[config.mk]
export PLATFORM = sky130hd
export DESIGN_NAME = decode_issue_stage
export DESIGN_NICKNAME = d
export VERILOG_FILES = /design/src/rtl/decode_issue_stage.sv
export SDC_FILE = /design/constraint.sdc
export NUM_CORES = 1
export LEC_CHECK = 0
export ABC_AREA = 1
export CAP_MARGIN = 20
export CORE_MARGIN = 4
export CORE_UTILIZATION = 35
export DETAILED_ROUTE_END_ITERATION = 10
export GPL_ROUTABILITY_DRIVEN = 1
export PLACE_DENSITY = 0.66
export SLEW_MARGIN = 0
export SYNTH_ARGS = -nofsm -noshare
export SYNTH_HDL_FRONTEND = slang
export SYNTH_SLANG_ARGS = --single-unit
[constraint.sdc]
create_clock -name clk -period 2.6 [get_ports clk]
set_input_delay 0.52 -clock clk [delete_from_list [all_inputs] [get_ports clk]]
set_output_delay 0.52 -clock clk [all_outputs]
set_load 0.01 [all_outputs]
[src/rtl/decode_issue_stage.sv]
// +--------------------------------------------------------------------------+
// | decode_issue_stage: RV32I decode/issue with a busy-bit RAW scoreboard.   |
// | Optional: DECODE_ILLEGAL_TRAP_EN flags unknown opcodes as illegal.       |
// | Revision: 1.0                                                            |
// +--------------------------------------------------------------------------+
`timescale 1ns/1ps
`default_nettype none

module decode_issue_stage #(
  parameter int XLEN = 32,
  parameter int NREG = 32
) (
  input  logic            clk,
  input  logic            reset_n,
  input  logic            in_valid,
  input  logic [XLEN-1:0] in_instr,
  input  logic [XLEN-1:0] in_pc,
  output logic            in_ready,
  output logic            rf_read_en,
  output logic [4:0]      rf_rs1,
  output logic [4:0]      rf_rs2,
  input  logic [XLEN-1:0] rf_data_1,
  input  logic [XLEN-1:0] rf_data_2,
  input  logic            wb_valid,
  input  logic [4:0]      wb_rd,
  output logic            ex_valid,
  input  logic            ex_ready,
  output logic [XLEN-1:0] ex_pc,
  output logic [XLEN-1:0] ex_imm,
  output logic [XLEN-1:0] ex_op_a,
  output logic [XLEN-1:0] ex_op_b,
  output logic [6:0]      ex_opcode,
  output logic [2:0]      ex_funct3,
  output logic [6:0]      ex_funct7,
  output logic [4:0]      ex_rd,
  output logic            ex_illegal
);

  localparam logic [6:0] c_OP_IMM    = 7'b0010011;
  localparam logic [6:0] c_OP_LOAD   = 7'b0000011;
  localparam logic [6:0] c_OP_JALR   = 7'b1100111;
  localparam logic [6:0] c_OP_STORE  = 7'b0100011;
  localparam logic [6:0] c_OP_BRANCH = 7'b1100011;
  localparam logic [6:0] c_OP_LUI    = 7'b0110111;
  localparam logic [6:0] c_OP_AUIPC  = 7'b0010111;
  localparam logic [6:0] c_OP_JAL    = 7'b1101111;
  localparam logic [6:0] c_OP_REG    = 7'b0110011;

  localparam logic [2:0] c_FMT_R = 3'd0;
  localparam logic [2:0] c_FMT_I = 3'd1;
  localparam logic [2:0] c_FMT_S = 3'd2;
  localparam logic [2:0] c_FMT_B = 3'd3;
  localparam logic [2:0] c_FMT_U = 3'd4;
  localparam logic [2:0] c_FMT_J = 3'd5;

  // Decode slot
  logic            r_run;
  logic            r_d_valid;
  logic [XLEN-1:0] r_d_instr;
  logic [XLEN-1:0] r_d_pc;

  // Issue slot
  logic            r_ex_valid;
  logic [XLEN-1:0] r_ex_pc;
  logic [XLEN-1:0] r_ex_imm;
  logic [XLEN-1:0] r_ex_op_a;
  logic [XLEN-1:0] r_ex_op_b;
  logic [6:0]      r_ex_opcode;
  logic [2:0]      r_ex_funct3;
  logic [6:0]      r_ex_funct7;
  logic [4:0]      r_ex_rd;
  logic            r_ex_illegal;

  logic [NREG-1:0] r_busy;
  logic [NREG-1:0] w_busy_nxt;

  logic [6:0]      w_opcode;
  logic [4:0]      w_rd;
  logic [4:0]      w_rs1;
  logic [4:0]      w_rs2;
  logic [2:0]      w_fmt;
  logic            w_illegal;
  logic            w_uses_rs1;
  logic            w_uses_rs2;
  logic            w_writes_rd;
  logic [31:0]     w_imm32;
  logic [XLEN-1:0] w_imm;
  logic            w_hazard;
  logic            w_issue;
  logic            w_load;

  assign w_opcode = r_d_instr[6:0];
  assign w_rd     = r_d_instr[11:7];
  assign w_rs1    = r_d_instr[19:15];
  assign w_rs2    = r_d_instr[24:20];

  always_comb begin
    w_fmt     = c_FMT_R;
    w_illegal = 1'b0;
    case (w_opcode)
      c_OP_IMM, c_OP_LOAD, c_OP_JALR: w_fmt = c_FMT_I;
      c_OP_STORE:                     w_fmt = c_FMT_S;
      c_OP_BRANCH:                    w_fmt = c_FMT_B;
      c_OP_LUI, c_OP_AUIPC:           w_fmt = c_FMT_U;
      c_OP_JAL:                       w_fmt = c_FMT_J;
      c_OP_REG:                       w_fmt = c_FMT_R;
      default: begin
`ifdef DECODE_ILLEGAL_TRAP_EN
        w_illegal = 1'b1;
`else
        w_fmt = c_FMT_R;
`endif
      end
    endcase
`ifdef DECODE_ILLEGAL_TRAP_EN
    if (r_d_instr[1:0] != 2'b11) begin
      w_illegal = 1'b1;
    end
`endif
  end

  always_comb begin
    w_uses_rs1  = !w_illegal && (w_fmt == c_FMT_I || w_fmt == c_FMT_S ||
                                 w_fmt == c_FMT_B || w_fmt == c_FMT_R);
    w_uses_rs2  = !w_illegal && (w_fmt == c_FMT_S || w_fmt == c_FMT_B ||
                                 w_fmt == c_FMT_R);
    w_writes_rd = !w_illegal && !(w_fmt == c_FMT_S || w_fmt == c_FMT_B);

    w_imm32 = 32'd0;
    case (w_fmt)
      c_FMT_I: w_imm32 = {{20{r_d_instr[31]}}, r_d_instr[31:20]};
      c_FMT_S: w_imm32 = {{20{r_d_instr[31]}}, r_d_instr[31:25], r_d_instr[11:7]};
      c_FMT_B: w_imm32 = {{19{r_d_instr[31]}}, r_d_instr[31], r_d_instr[7],
                          r_d_instr[30:25], r_d_instr[11:8], 1'b0};
      c_FMT_U: w_imm32 = {r_d_instr[31:12], 12'd0};
      c_FMT_J: w_imm32 = {{11{r_d_instr[31]}}, r_d_instr[31], r_d_instr[19:12],
                          r_d_instr[20], r_d_instr[30:21], 1'b0};
      default: w_imm32 = 32'd0;
    endcase
    if (w_illegal) begin
      w_imm32 = 32'd0;
    end
  end

  assign w_imm = XLEN'($signed(w_imm32));

  // Hazards look only at the registered scoreboard; a retire is seen one cycle later.
  assign w_hazard = r_d_valid && ((w_uses_rs1 && r_busy[w_rs1]) ||
                                  (w_uses_rs2 && r_busy[w_rs2]));
  assign w_issue  = r_d_valid && !w_hazard && (!r_ex_valid || ex_ready);
  assign in_ready = r_run && (!r_d_valid || w_issue);
  assign w_load   = in_valid && in_ready;

  assign rf_read_en = w_issue;
  assign rf_rs1     = r_d_valid ? w_rs1 : 5'd0;
  assign rf_rs2     = r_d_valid ? w_rs2 : 5'd0;

  // Set is applied after clear so an issue and a retire to one register leave it busy.
  always_comb begin
    w_busy_nxt = r_busy;
    if (wb_valid && wb_rd != 5'd0) begin
      w_busy_nxt[wb_rd] = 1'b0;
    end
    if (w_issue && w_writes_rd && w_rd != 5'd0) begin
      w_busy_nxt[w_rd] = 1'b1;
    end
    w_busy_nxt[0] = 1'b0;
  end

  always_ff @(posedge clk or negedge reset_n) begin
    if (!reset_n) begin
      r_run     <= 1'b0;
      r_d_valid <= 1'b0;
      r_d_instr <= '0;
      r_d_pc    <= '0;
      r_busy    <= '0;
    end else begin
      r_run  <= 1'b1;
      r_busy <= w_busy_nxt;
      if (w_load) begin
        r_d_valid <= 1'b1;
        r_d_instr <= in_instr;
        r_d_pc    <= in_pc;
      end else if (w_issue) begin
        r_d_valid <= 1'b0;
      end
    end
  end

  always_ff @(posedge clk or negedge reset_n) begin
    if (!reset_n) begin
      r_ex_valid   <= 1'b0;
      r_ex_pc      <= '0;
      r_ex_imm     <= '0;
      r_ex_op_a    <= '0;
      r_ex_op_b    <= '0;
      r_ex_opcode  <= '0;
      r_ex_funct3  <= '0;
      r_ex_funct7  <= '0;
      r_ex_rd      <= '0;
      r_ex_illegal <= 1'b0;
    end else begin
      r_ex_valid <= w_issue || (r_ex_valid && !ex_ready);
      if (w_issue) begin
        r_ex_pc      <= r_d_pc;
        r_ex_imm     <= w_imm;
        r_ex_op_a    <= w_uses_rs1 ? rf_data_1 : '0;
        r_ex_op_b    <= w_uses_rs2 ? rf_data_2 : '0;
        r_ex_opcode  <= w_opcode;
        r_ex_funct3  <= r_d_instr[14:12];
        r_ex_funct7  <= r_d_instr[31:25];
        r_ex_rd      <= w_writes_rd ? w_rd : 5'd0;
        r_ex_illegal <= w_illegal;
      end
    end
  end

  assign ex_valid   = r_ex_valid;
  assign ex_pc      = r_ex_pc;
  assign ex_imm     = r_ex_imm;
  assign ex_op_a    = r_ex_op_a;
  assign ex_op_b    = r_ex_op_b;
  assign ex_opcode  = r_ex_opcode;
  assign ex_funct3  = r_ex_funct3;
  assign ex_funct7  = r_ex_funct7;
  assign ex_rd      = r_ex_rd;
  assign ex_illegal = r_ex_illegal;

endmodule

`default_nettype wire

Word-level counts from Yosys, hierarchy flattened
Index checks and enable logic that the tools add are counted.

Output and inout bits: 164. Logic and storage cells: 88. Register bits after elaboration: 248.

Magnitude comparators: 6. Equality and inequality tests: 13. Bitwise logic cells: 3. Reductions and logical operators: 33. Muxes and demuxes: 19.

Operator list (count): 32-bit one-hot mux with 5 select lines (1); 32-bit 2-to-1 mux (4); 32-bit AND (1); 32-bit inverter (1); 32-bit bitwise OR (1); 5-bit by 6-bit < comparator with 1-bit output (second input constant) (4); 7-bit equality test (second input constant) (3); 5-bit 2-to-1 mux (3); 3-bit one-hot mux with 5 select lines (1); 7-bit by 5-bit equality test with 1-bit output (second input constant) (2); 7-bit by 6-bit equality test with 1-bit output (second input constant) (2); 1-bit logical AND (13); 1-bit binary-select mux with 5-bit select (2); 1-bit demux with 5-bit select (2); 5-bit by 1-bit greater-or-equal comparator with 1-bit output (second input constant) (2); 5-bit nonzero test (2); 1-bit logical OR (9); 7-bit by 2-bit equality test with 1-bit output (second input constant) (1); 3-bit by 2-bit equality test with 1-bit output (second input constant) (2); 3-bit equality test (second input constant) (2); 1-bit 2-to-1 mux (6); 1-bit logical NOT (5); 3-bit by 1-bit equality test with 1-bit output (second input constant) (1); 3-bit logical NOT (1); 3 further kinds (3).

Depth between registers and ports, before layout
Gate-level depths: netlist of the first run.

Word-level depth: 17. Depth in mapped cells: 16. Depth with buffers taken out: 13.

Worst setup path before layout of the first run
Ideal clock, no wire load.

Kind: register -> output. Start point: reg r_d_instr[15]. End point: out in_ready. Arrival: 1.783 ns. Slack: 0.297 ns. Cell stages (with the launch flop): 13. Cells stage by stage: dfrtp_1 > buf_2 > buf_4 > o211ai_1 > nand3_1 > nand3_1 > nand3_1 > nand3_1 > nand2_1 > o21bai_2 > clkbuf_1 > nand2_1 > inv_1.

Longest elaborated chain between the ends: 10.

Ends and longest elaborated chain: start: declaration (RTL line 59) `logic [XLEN-1:0] r_d_instr;`; start signal: assignment (RTL line 182) `r_d_instr <= in_instr;`; 1-bit binary-select mux with 5-bit select (RTL line 148) `assign w_hazard = r_d_valid && ((w_uses_rs1 && r_busy[w_rs1]) ||`; 1-bit 2-to-1 mux (implied by the code) (RTL line 148); 1-bit logical AND (RTL line 148); 1-bit logical OR (RTL line 148); 1-bit logical AND (RTL line 148); 1-bit logical NOT (RTL line 150) `assign w_issue = r_d_valid && !w_hazard && (!r_ex_valid || ex_ready);`; 1-bit logical AND (2 in series) (RTL line 150); 1-bit logical OR (RTL line 151) `assign in_ready = r_run && (!r_d_valid || w_issue);`; 1-bit logical AND (RTL line 151); end: declaration (RTL line 18) `output logic in_ready,`.

No other way between the ends. The select of a mux whose other input is x is not followed.

Worst setup path after layout of the first run
Start point: reg r_d_instr[15]. End point: out rf_read_en.

Longest elaborated chain between the ends: 8.

Ends and longest elaborated chain: 1-bit binary-select mux with 5-bit select (RTL line 148); 1-bit 2-to-1 mux (implied by the code) (RTL line 148); 1-bit logical AND (RTL line 148); 1-bit logical OR (RTL line 148); 1-bit logical AND (RTL line 148); 1-bit logical NOT (RTL line 150); 1-bit logical AND (2 in series) (RTL line 150); end: declaration (RTL line 19) `output logic rf_read_en,`.

No other way between the ends. The select of a mux whose other input is x is not followed.

==> metrics.cfg, run 1 <==
[placed_design]
portBuffers=300
place_area_sq_um=14760
place_hpwl_microns=26280
pre_cts_ws_ps=-106.8
gp_congestion=0.9609

[hold_path]
hp-class=input pin to flip-flop

[cells_and_area]
post-route-util=0.5665
syn_to_final_growth_pct=58.85
n_antenna_cell=0
drive_gt1_frac=0.2060
stdcell_area_sq_um=17970
final_net_count=1884

[setup_path]
path_buf_inv=3
start_kind=flip-flop
worstPathArrival_ps=2270
worst_path_largest_cell_delay_ps=470
crit_required_ps=2080
worst-setup-path-type=flip-flop to primary output
cp_max_fo=14
cp_top_family=simple AND/OR/NAND/NOR gates
path_cells=buf_8, o211ai_1, nand3_1, nand3_1, nand3_2, nand3_2, buf_6, nand3_4, nor2_4, buf_6
cpMaxStageDelayCell=dfrtp_2
worst-r2r-setup-slack_ps=-130
endpoint_kind=primary output

[outcome]
violations=negative setup slack
status=complete, but fails checks

[sta]
worst_hold_slack_ps=317.5
layout_setup_ws_ps=-192.4
fin_skew_ps=20.17
timing.final.crit_share=1.074
fin_crit_ps=2792
max_freq_ghz=0.3581
maxSlewViolCount=0
tns_ps=-10720
worst_pin_slew_ps=1373
setup_viol=178
rsz0062_at_grt=yes
hold_viol=0
relSlewSlack=0.07857

[synth]
syn_inst=1387
synth_area_leaders=dfrtp_1 55%, nand2_1 20%, nand3_1 5.4%
yosys_warnings=0
ys_seq_area_frac=0.5486
netlist.area_leader.share=0.5486
ys_types=27
synth_largest_area_cell=dfrtp_1
syn_nets=1525
syn_area_per_cell_sq_um=8.156
synth-seq-cells=248
syn-cell-area_sq_um=11310

[floorplan]
dieHeight_microns=187.8
rows=65
dieArea_sq_um=35260
die_w_microns=187.8
initial_utilization=0.3566
ios=302
core_area_sq_um=31720

[power_and_ir_drop]
p_comb_frac=0.553
vdd_drop_max_uv=617.1
power.internal_w=0.01448
netSwitchingFraction=0.4097
p_leak_nw=8.631
power_frac_seq=0.279
power.switching_w=0.01005
power.density_nw_per_um2=1366
clkPwrFrac=0.168

[cts]
h-tree-depth=1
path_clk_slew_ps=70
cts_tree=built
cts.sinks=248
clock_latency_ps=560
cts-buffers-inserted=29
clock_path_buffers=3
ctsRootBufferMaster=clkbuf_16

[global_route]
grt_pass1_vias=10365
antenna_found_initial=0
grt_pass1_wl_microns=59600
overflow=0
grt_max_degree=74
grt_use_total=0.2077

[drt]
vias=11268
wl_microns=45610
drt-pass1-iter-count=5
detail_route.wl_per_cell_microns=21.03
drt_iter0_drc=913
drcViolationCount=0
ant_nets=0
vias_per_cell=5.195

[flow_run]
cap_violations=0

==> metrics by stage <==
stage / instances / power, W
global route: 2169 / 0.02591
detailed placement: 2043 / 0.01544
floorplan: 1387 / 0.01134
finish: 2169 / 0.02454
CTS: 2100 / 0.01981
global placement: 2043 / 0.01528
==> state kept, by name (all words and copies together), names as in the netlist, 3 cells and up <==
register	count
ex_funct3	3
ex_funct7	7
ex_imm	32
ex_op_a	32
ex_op_b	32
ex_opcode	7
ex_pc	32
ex_rd	5
r_busy	31
r_d_instr	32
r_d_pc	32
==> power by group through the flow <==
stage | sequential, W | combinational [W] | clock [W]
2_1_floorplan | 0.00680 | 0.00454 | 0
6_report | 0.00684 | 0.0136 | 0.00412
3_3_place_gp | 0.00663 | 0.00864 | 0
4_1_cts | 0.00664 | 0.00899 | 0.00418
5_1_grt | 0.00703 | 0.0145 | 0.00436
3_5_place_dp | 0.00667 | 0.00877 | 0
==> layout make-up <==
cell class                      count  area (sq um)
Tap cell                          402         503.0
Multi-Input combinational cell    973          5027
Clock inverter                     15         135.1
Sequential cell                   248          6210
Timing Repair Buffer              411          4857
Clock buffer                       37         825.8
Timing Repair inverter              7         93.84
Fill cell                        2772         13750
Inverter                           76         317.8
==> final timing paths <==
path,start,end,depth (start not counted)
worst min-delay path,in_valid,r_d_instr[26]$_DFFE_PN0P_,3
min in group asynchronous,reset_n,ex_imm[1]$_DFFE_PN0P_,2
worst max register to register,r_d_instr[15]$_DFFE_PN0P_,ex_op_a[4]$_DFFE_PN0P_,20
max in group asynchronous,reset_n,ex_pc[12]$_DFFE_PN0P_,3
worst max-delay path,r_d_instr[15]$_DFFE_PN0P_,rf_read_en,10
worst min register to register,r_d_pc[14]$_DFFE_PN0P_,r_d_pc[14]$_DFFE_PN0P_,2
==> cells in the mapped netlist, drive strengths merged <==
cell      n
o22ai     1
nand3   138
nor3      3
a31oi     1
dfrtp   248
conb      2
o211ai    1
o21ai    82
buf      63
nand2   589
nor2     57
clkbuf   27
a21oi     5
nand4    93
inv      76
o21bai    1
==> layer usage <==
layer | wire length (microns) | global-route usage
met1 | 19160 | 0.2803
met3 | 3869 | 0.05231
met2 | 21280 | 0.3337
met4 | 1299 | 0.05957
met5 | 0 | 0
==> kinds of logic after synthesis <==
group                  share of synthesized area
and+or+nand+nor                           0.3366
DFF                                       0.5486
buffers and inverters                    0.07256
AOI/OAI and AO/OA                        0.04159
other                                  0.0006639
==> cells in the final DEF, fill, tap and decap left out, drive strengths merged, types with 3 or more instances in the layout <==
cell	n
a21oi	5
buf	88
clkbuf	63
clkdlybuf4s50	296
clkinv	14
clkinvlp	3
dfrtp	248
inv	79
nand2	589
nand3	138
nand4	93
nor2	57
nor3	3
o21ai	82
==> timing repair <==
| action | in CTS | in global routing |
|---|---|---|
| cloned | 2 | 49 |
| hold endpoints to repair | 54 | 0 |
| resized for setup | 20 | 285 |
| pin swaps | 4 | 41 |
| hold buffers | 1 | 0 |
| setup endpoints to repair | 70 | 250 |
| buffers inserted | 2 | 20 |
==> worst reg2reg max path, cell delays in order, from the launching register on <==
cell and delay (ps):
dfrtp_2 460, clkinvlp_4 190, buf_6 160, nand2_2 40
nand3_1 60, nand3_1 100, nand3_2 80, nand3_2 90
nand3_2 90, buf_6 130, nand3_4 60, nor2_4 70
buf_6 110, buf_6 100, buf_6 120, buf_12 120
clkbuf_16 160, buf_8 150, clkbuf_16 170, nand3_1 70
nand2_1 60
Power figures use the tool's default switching activity.
==> run 2: changes to the inputs <==
--- a/config.mk
+++ b/config.mk
@@ -12,7 +12,7 @@
 export DETAILED_ROUTE_END_ITERATION = 10
 export GPL_ROUTABILITY_DRIVEN = 1
 export PLACE_DENSITY = 0.66
-export SLEW_MARGIN = 0
+export SLEW_MARGIN = 5
 export SYNTH_ARGS = -nofsm -noshare
 export SYNTH_HDL_FRONTEND = slang
 export SYNTH_SLANG_ARGS = --single-unit
==> results of run 2 <==
Final layout, timing and power as in run 1 (identical DEF).
